===== config.mk =====
export PLATFORM = sky130hd
export DESIGN_NAME = mips_instr_fetch_cache
export DESIGN_NICKNAME = d
export VERILOG_FILES = /design/src/rtl/mips_fetch_pkg.sv /design/src/rtl/mips_icache_array.sv /design/src/rtl/mips_instr_fetch_cache.sv
export SDC_FILE = /design/constraint.sdc
export NUM_CORES = 1
export LEC_CHECK = 0
export CELL_PAD_IN_SITES_DETAIL_PLACEMENT = 0
export CELL_PAD_IN_SITES_GLOBAL_PLACEMENT = 1
export CORE_ASPECT_RATIO = 0.5
export CORE_MARGIN = 10
export CORE_UTILIZATION = 58
export CTS_CLUSTER_SIZE = 8
export DETAILED_ROUTE_END_ITERATION = 12
export PLACE_DENSITY = 0.82
export SETUP_SLACK_MARGIN = 0.15
export SKIP_CTS_REPAIR_TIMING = 1
export SLEW_MARGIN = 15
export SYNTH_ARGS = -nofsm -noshare
export SYNTH_HDL_FRONTEND = slang
export SYNTH_SLANG_ARGS = --single-unit

===== constraint.sdc =====
create_clock -name clk -period 14.5 [get_ports clk]
set_input_delay 2.9 -clock clk [delete_from_list [all_inputs] [get_ports clk]]
set_output_delay 2.9 -clock clk [all_outputs]
set_load 0.05 [all_outputs]

===== src/rtl/mips_fetch_pkg.sv =====
// Shared definitions for the MIPS instruction fetch cache.
//   t_fetch_state : fetch FSM state encoding
//   RESET_VECTOR  : CPU reset PC
//   HALT_ADDR     : PC value that means "CPU halted"; it is served as a NOP-like 0 word
// Configuration macro: MIPS_FETCH_PREFETCH_EN adds the PREFETCH state.
package mips_fetch_pkg;

  localparam logic [31:0] RESET_VECTOR = 32'hBFC0_0000;
  localparam logic [31:0] HALT_ADDR    = 32'h0000_0000;

`ifdef MIPS_FETCH_PREFETCH_EN
  typedef enum logic [1:0] {
    IDLE     = 2'd0,
    FETCH    = 2'd1,
    PREFETCH = 2'd2
  } t_fetch_state;
`else
  typedef enum logic [1:0] {
    IDLE  = 2'd0,
    FETCH = 2'd1
  } t_fetch_state;
`endif

endpackage


===== src/rtl/mips_icache_array.sv =====
// Valid/tag/data storage for the direct-mapped instruction cache.
//   clk        : clock
//   invalidate : clear every valid bit at the next posedge (wins over a write)
//   rd_index   : combinational read port index
//   rd_valid, rd_tag, rd_data : contents of line rd_index
//   wr_en, wr_index, wr_tag, wr_data, wr_valid : single write port
// Tag and data contents are never reset; only the valid bits are cleared.
module mips_icache_array #(
  parameter int INDEX_BITS = 4,
  parameter int TAG_BITS   = 26
) (
  input  logic                  clk,
  input  logic                  invalidate,
  input  logic [INDEX_BITS-1:0] rd_index,
  output logic                  rd_valid,
  output logic [TAG_BITS-1:0]   rd_tag,
  output logic [31:0]           rd_data,
  input  logic                  wr_en,
  input  logic [INDEX_BITS-1:0] wr_index,
  input  logic [TAG_BITS-1:0]   wr_tag,
  input  logic [31:0]           wr_data,
  input  logic                  wr_valid
);

  localparam int LINES = 1 << INDEX_BITS;

  logic [LINES-1:0]    valid_r;
  logic [TAG_BITS-1:0] tag_r  [LINES];
  logic [31:0]         data_r [LINES];

  // Valid bits: bulk invalidate takes priority over a fill landing in the same cycle.
  always_ff @(posedge clk) begin
    if (invalidate) begin
      valid_r <= '0;
    end else if (wr_en) begin
      valid_r[wr_index] <= wr_valid;
    end else begin
      valid_r <= valid_r;
    end
  end

  // Tag and data storage, written on every fill.
  always_ff @(posedge clk) begin
    if (wr_en) begin
      tag_r[wr_index]  <= wr_tag;
      data_r[wr_index] <= wr_data;
    end
  end

  assign rd_valid = valid_r[rd_index];
  assign rd_tag   = tag_r[rd_index];
  assign rd_data  = data_r[rd_index];

endmodule


===== src/rtl/mips_instr_fetch_cache.sv =====
// Direct-mapped, one-word-per-line instruction buffer for mips_cpu_harvard.
//   clk, reset (sync, active-low), flush (invalidate all lines)
//   cpu_instr_address / cpu_instr_readdata / cpu_clock_enable : CPU side;
//     hits are answered combinationally in the same cycle
//   mem_address / mem_read / mem_waitrequest / mem_readdata : memory side,
//     request held until waitrequest drops
//   miss_count : saturating demand-miss counter
// Configuration macro: MIPS_FETCH_PREFETCH_EN fetches the next sequential word after
// every demand fill while the CPU keeps running on hits.
module mips_instr_fetch_cache
  import mips_fetch_pkg::*;
#(
  parameter int INDEX_BITS = 4
) (
  input  logic        clk,
  input  logic        reset,
  input  logic        flush,
  input  logic [31:0] cpu_instr_address,
  output logic [31:0] cpu_instr_readdata,
  output logic        cpu_clock_enable,
  output logic [31:0] mem_address,
  output logic        mem_read,
  input  logic        mem_waitrequest,
  input  logic [31:0] mem_readdata,
  output logic [15:0] miss_count
);

  localparam int TAG_BITS = 30 - INDEX_BITS;

  t_fetch_state          state_r, state_s;
  logic [31:0]           mem_address_r, mem_address_s;
  logic                  mem_read_r, mem_read_s;
  logic [15:0]           miss_count_r;
  logic                  miss_s;
  logic                  fill_we_s;
  logic [31:0]           aligned_addr_s;
  logic                  is_halt_s;
  logic [INDEX_BITS-1:0] lk_index_s;
  logic [TAG_BITS-1:0]   lk_tag_s;
  logic                  rd_valid_s;
  logic [TAG_BITS-1:0]   rd_tag_s;
  logic [31:0]           rd_data_s;
  logic                  hit_line_s;
`ifdef MIPS_FETCH_PREFETCH_EN
  logic [31:0]           pf_addr_s;
`endif

  assign aligned_addr_s = cpu_instr_address & 32'hFFFF_FFFC;
  assign is_halt_s      = (aligned_addr_s == HALT_ADDR);
`ifdef MIPS_FETCH_PREFETCH_EN
  // The next sequential word; wraps naturally at 2^32.
  assign pf_addr_s      = mem_address_r + 32'd4;
`endif

  // Read-port address: the CPU PC, except during a demand fetch when the CPU is
  // stalled anyway and the port is borrowed to check whether the prefetch line is present.
  always_comb begin
    lk_index_s = aligned_addr_s[INDEX_BITS+1:2];
    lk_tag_s   = aligned_addr_s[31:INDEX_BITS+2];
`ifdef MIPS_FETCH_PREFETCH_EN
    if (state_r == FETCH) begin
      lk_index_s = pf_addr_s[INDEX_BITS+1:2];
      lk_tag_s   = pf_addr_s[31:INDEX_BITS+2];
    end else begin
      lk_index_s = aligned_addr_s[INDEX_BITS+1:2];
      lk_tag_s   = aligned_addr_s[31:INDEX_BITS+2];
    end
`endif
  end

  assign hit_line_s = rd_valid_s && (rd_tag_s == lk_tag_s);

  mips_icache_array #(
    .INDEX_BITS (INDEX_BITS),
    .TAG_BITS   (TAG_BITS)
  ) u_array (
    .clk        (clk),
    .invalidate (flush || !reset),
    .rd_index   (lk_index_s),
    .rd_valid   (rd_valid_s),
    .rd_tag     (rd_tag_s),
    .rd_data    (rd_data_s),
    .wr_en      (fill_we_s),
    .wr_index   (mem_address_r[INDEX_BITS+1:2]),
    .wr_tag     (mem_address_r[31:INDEX_BITS+2]),
    .wr_data    (mem_readdata),
    .wr_valid   (!flush)
  );

  // Next-state, request and CPU-side outputs. The fill always targets the
  // address currently held on mem_address.
  always_comb begin
    state_s            = state_r;
    mem_read_s         = mem_read_r;
    mem_address_s      = mem_address_r;
    miss_s             = 1'b0;
    fill_we_s          = 1'b0;
    cpu_clock_enable   = 1'b0;
    cpu_instr_readdata = 32'h0000_0000;
    if (!reset) begin
      state_s       = IDLE;
      mem_read_s    = 1'b0;
      mem_address_s = 32'h0000_0000;
    end else begin
      case (state_r)
        IDLE: begin
          if (is_halt_s) begin
            cpu_clock_enable   = 1'b1;
            cpu_instr_readdata = 32'h0000_0000;
          end else if (hit_line_s) begin
            cpu_clock_enable   = 1'b1;
            cpu_instr_readdata = rd_data_s;
          end else begin
            miss_s        = 1'b1;
            state_s       = FETCH;
            mem_read_s    = 1'b1;
            mem_address_s = aligned_addr_s;
          end
        end
        FETCH: begin
          if (!mem_waitrequest) begin
            fill_we_s = 1'b1;
`ifdef MIPS_FETCH_PREFETCH_EN
            // A flush this cycle empties the cache, so the next line cannot be present.
            if (hit_line_s && !flush) begin
              state_s    = IDLE;
              mem_read_s = 1'b0;
            end else begin
              state_s       = PREFETCH;
              mem_read_s    = 1'b1;
              mem_address_s = pf_addr_s;
            end
`else
            state_s    = IDLE;
            mem_read_s = 1'b0;
`endif
          end else begin
            state_s = FETCH;
          end
        end
`ifdef MIPS_FETCH_PREFETCH_EN
        PREFETCH: begin
          // CPU keeps running on hits; a demand miss simply stalls until IDLE.
          if (is_halt_s) begin
            cpu_clock_enable   = 1'b1;
            cpu_instr_readdata = 32'h0000_0000;
          end else if (hit_line_s) begin
            cpu_clock_enable   = 1'b1;
            cpu_instr_readdata = rd_data_s;
          end else begin
            cpu_clock_enable   = 1'b0;
          end
          if (!mem_waitrequest) begin
            fill_we_s  = 1'b1;
            state_s    = IDLE;
            mem_read_s = 1'b0;
          end else begin
            state_s = PREFETCH;
          end
        end
`endif
        default: begin
          state_s    = IDLE;
          mem_read_s = 1'b0;
        end
      endcase
    end
  end

  // State, request registers and saturating miss counter.
  always_ff @(posedge clk) begin
    if (!reset) begin
      state_r       <= IDLE;
      mem_read_r    <= 1'b0;
      mem_address_r <= 32'h0000_0000;
      miss_count_r  <= 16'h0000;
    end else begin
      state_r       <= state_s;
      mem_read_r    <= mem_read_s;
      mem_address_r <= mem_address_s;
      if (miss_s && (miss_count_r != 16'hFFFF)) begin
        miss_count_r <= miss_count_r + 16'd1;
      end else begin
        miss_count_r <= miss_count_r;
      end
    end
  end

  assign mem_read    = mem_read_r;
  assign mem_address = mem_address_r;
  assign miss_count  = miss_count_r;

endmodule

==> run summary <==
The total number of vias is 19900. The floorplan step set the die width to 386 um. The number of enable flip-flop cells after synthesis is 928. The number of storage elements in the synthesis netlist is 992. The height of the chip is 203 um. The post-detailed-route via-to-cell ratio is 6.56. The worst setup path category is input pin to output pin. In the synthesized netlist, the cells that appear most often are 928 x sky130_fd_sc_hd__edfxtp_1, 239 x sky130_fd_sc_hd__mux4_2, 77 x sky130_fd_sc_hd__mux2i_1. Excluding fillers, the count of instances in the completed layout stands at 3035.

The total congestion overflow after global routing came out at 0. The first TritonRoute pass finished after 5 iterations. In this run the remaining antenna-violating nets after routing total 0.

After synthesis, the cell types taking the most area are sky130_fd_sc_hd__edfxtp_1 72%, sky130_fd_sc_hd__mux4_2 14%, sky130_fd_sc_hd__dfxtp_1 3.3%. The biggest cell delay along the critical path came out at 0.89 ns. The HPWL after detailed placement is 46.5 mm. The later-pin clock latency in the skew report is 0.72 ns. In this run the worst setup path begins at cpu_instr_address[3]. The total of max-cap violations is 0. Entering global routing, the biggest net connects 107 pins.

The number of buffer cells added on primary ports is 145. The dominant register cell in the synthesized netlist is sky130_fd_sc_hd__edfxtp_1. The number of failing hold endpoints at the final stage came out at 0. The biggest area contributor in the post-synthesis netlist is sky130_fd_sc_hd__edfxtp_1.

The post-synthesis sequential area ratio is 75.1%. The wire length after detailed routing is 92.4 mm. Along the worst path, the maximum fanout reaches 71. In this run the power spent charging and discharging nets is 1.39 mW. The layout overhead on the synthesized area is 16.2%. The initial antenna violation count is 3.

The sink count of the clock tree is 992. The DRC violation total after the first TritonRoute iteration is 2603. The placement-stage worst setup slack is 2.98 ns. CTS built an H-tree with a depth of 4. The sequential cell fraction of total power came out at 49.4%.

The number of core rows came out at 66. The die covers 0.0783 mm^2. In this run, placement finished with an instance count of 2849.

The fraction of power spent switching nets came out at 21.5%. The final total negative setup slack came out at 0 ns. The all-layer global routing usage is 23.7%. The share of cells above drive strength 1 is 22.4%. The worst pin sits at a relative slew slack of 20.0%. The worst clock skew came out at 0.0357 ns. The worst setup path is launched from an input pin.

The I/O pin count came out at 150. The number of buffers and inverters on the critical path is 3. Setup violations remaining at the end of the flow were counted as 0. After layout, the minimum clock period comes to 11.67 ns. The count of distinct cell types in the synthesized netlist is 65. The first-pass GRT wire length is 137 mm. The combinational group share of total power is 4.7%. For this design the static power due to leakage is 14.5 nW. The fill cell total of the finished layout is 3978.

The clock tree buffer depth came out at 3. The mean area per synthesized cell came out at 20.6 um^2. Clock tree synthesis selected as its root buffer the cell sky130_fd_sc_hd__clkbuf_16. The master of the slowest instance on the critical path is sky130_fd_sc_hd__clkdlybuf4s50_1. The worst register-to-register path begins at u_array.tag_r[4][21]$_DFFE_PP_. The number of slew-limit violations in the final report came out at 0. TritonCTS built the clock tree. STA puts the critical path data required time at 11.60 ns. The area share of the largest cell type after synthesis came out at 71.8%.

The post-route fraction of the period consumed by the critical path is 80.5%. Of the total power, the clock network draws 45.9%. The number of nets at the end of the flow came out at 2177. The placed instances occupy a cell area of 0.0412 mm^2.

The startpoint of the lowest-slack hold path is u_array.valid_r[3]$_SDFFE_PP0P_. The final worst-path setup slack came out at 2.83 ns. The finished cells cover 0.0451 mm^2. The endpoint arrival time on the critical path came out at 8.77 ns. The cell count after synthesis came out at 1889. For this configuration, the core starts out at a cell density of 59.1%.

The count of warnings emitted by yosys came out at 0. The worst setup path is captured at an output pin. In this run the power density over the cells is 143 mW/mm^2. The fraction of registers with async set or reset after synthesis came out at 0%. The signal on the critical path passes through buf_8 -> buf_4 -> mux4_2 -> mux4_2 -> xnor2_1 -> nand4_1 -> a2111oi_2 -> and4_2 -> nand3_2 -> nor2b_1 -> clkdlybuf4s50_1. Setup repair after global routing left no endpoint under its margin. Clock-pin slew was measured on the worst setup and hold paths at 0.05 ns. In the routed design, unresolved DRC markers number 0. The average detailed-routed wire length per instance came out at 30.5 um.

The gate family responsible for the most delay along the worst path is buffers and inverters. The maximum operating frequency came out at 85.7 MHz. The internal power of the cells is 5.05 mW. The run finished with clean final reports.

The worst-case IR drop observed on VDD is 0.0000953 V. At the pin with the least slew margin, the transition time is 1.20 ns. The via count of the first global-routing pass came out at 20400.

In this run the standard cell core region covers 0.0657 mm^2. In this run the cell area of the synthesized design comes to 0.0388 mm^2. The min-delay analysis places its worst path in the category flip-flop to flip-flop.

Buffers inserted during clock tree synthesis total 141. The global placer's final weighted congestion came out at 0.821. The most common cell in the netlist is sky130_fd_sc_hd__edfxtp_1. In this design, the critical path's most frequently occurring cell is sky130_fd_sc_hd__mux4_2.
worst paths after layout:
kind / slack, ns / depth (start not counted) / endpoint
hold / removal: 0.46 / 2 / u_array.valid_r[3]$_SDFFE_PP0P_
setup reg to reg: 10.77 / 9 / miss_count[2]$_SDFFE_PN0P_
hold reg to reg: 0.46 / 2 / u_array.valid_r[3]$_SDFFE_PP0P_
setup / recovery: 2.83 / 11 / cpu_instr_readdata[19]
worst register-to-register path: cells and delay by family, from the launching register on:
family,cells,cell delay [ns]
flip-flops,1,0.36
AO/OA/AOI/OAI,1,0.43
multiplexers,3,1.13
XOR/XNOR,1,0.21
AND/OR/NAND/NOR,3,1.05
buffers and inverters,1,0.49
kinds of logic (layout without fill, tap and decap cells):
group / count (synthesis) / after routing / share of synthesized area [%]
compound gates: 169 / 169 / 2.94
xor+xnor: 23 / 23 / 0.519
fa+ha+maj: 1 / 1 / 0.0322
buf+inv: 119 / 378 / 1.71
flops: 992 / 992 / 75.1
mux: 336 / 336 / 16.4
other cells: 1 / 4 / 0.00966
simple gates: 248 / 248 / 3.30
metrics by stage:
stage                     total power, mW  util, %  hold slack (ns)
final                                6.44     68.7            0.465
after global routing                 6.62     68.7            0.498
after CTS                            6.48     68.7            0.469
after detailed placement             3.53     62.7            0.457
after global placement               3.53     62.7            0.444
after floorplan                      3.42        -            0.435
power by group through the flow:
stage	clock (mW)	combinational (mW)	sequential [mW]
3_5_place_dp	0	0.300	3.23
6_report	2.96	0.302	3.18
5_1_grt	3.12	0.320	3.18
4_1_cts	2.99	0.303	3.18
2_1_floorplan	0	0.177	3.25
3_3_place_gp	0	0.297	3.23
flip-flops by register name, indices dropped and copies added, names as in the netlist:
register / flops
state_r: 1
u_array.tag_r: 416
miss_count: 16
mem_read: 1
mem_address: 30
u_array.valid_r: 16
u_array.data_r: 512
cell usage in the layout, fill, tap and decap left out, types with 40 or more instances in the layout:
cell type                         instances
sky130_fd_sc_hd__nor2_1                  50
sky130_fd_sc_hd__nor2b_1                 40
sky130_fd_sc_hd__dfxtp_1                 64
sky130_fd_sc_hd__clkdlybuf4s50_1        142
sky130_fd_sc_hd__edfxtp_1               928
sky130_fd_sc_hd__nand3_1                 44
sky130_fd_sc_hd__mux4_2                 239
sky130_fd_sc_hd__a21oi_1                 45
sky130_fd_sc_hd__mux2i_1                 77
sky130_fd_sc_hd__clkbuf_16              142
per-layer routing:
| layer | up-vias | share of wire [%] | track usage [%] |
|---|---|---|---|
| met1 | 10500 | 41 | 33.5 |
| met3 | 146 | 8.4 | 4.98 |
| met5 | - | 0.0076 | 0 |
| met2 | 1017 | 49 | 37.7 |
| met4 | 2 | 2.0 | 6.19 |
| li1 | 8265 | - | - |
final cells by class:
type / count / area [um^2] / share of cell area (%)
diodes: 2 / 5.00 / 0.0111
clock buffers: 170 / 3660 / 8.11
clock inverters: 14 / 265 / 0.588
inverters: 14 / 53.8 / 0.119
multi-input cells: 779 / 9140 / 20.3
flip-flops and latches: 992 / 29100 / 64.6
well taps: 884 / 1110 / 2.45
repair buffers: 180 / 1740 / 3.85
Note: power is estimated with default switching activity, not from simulation.
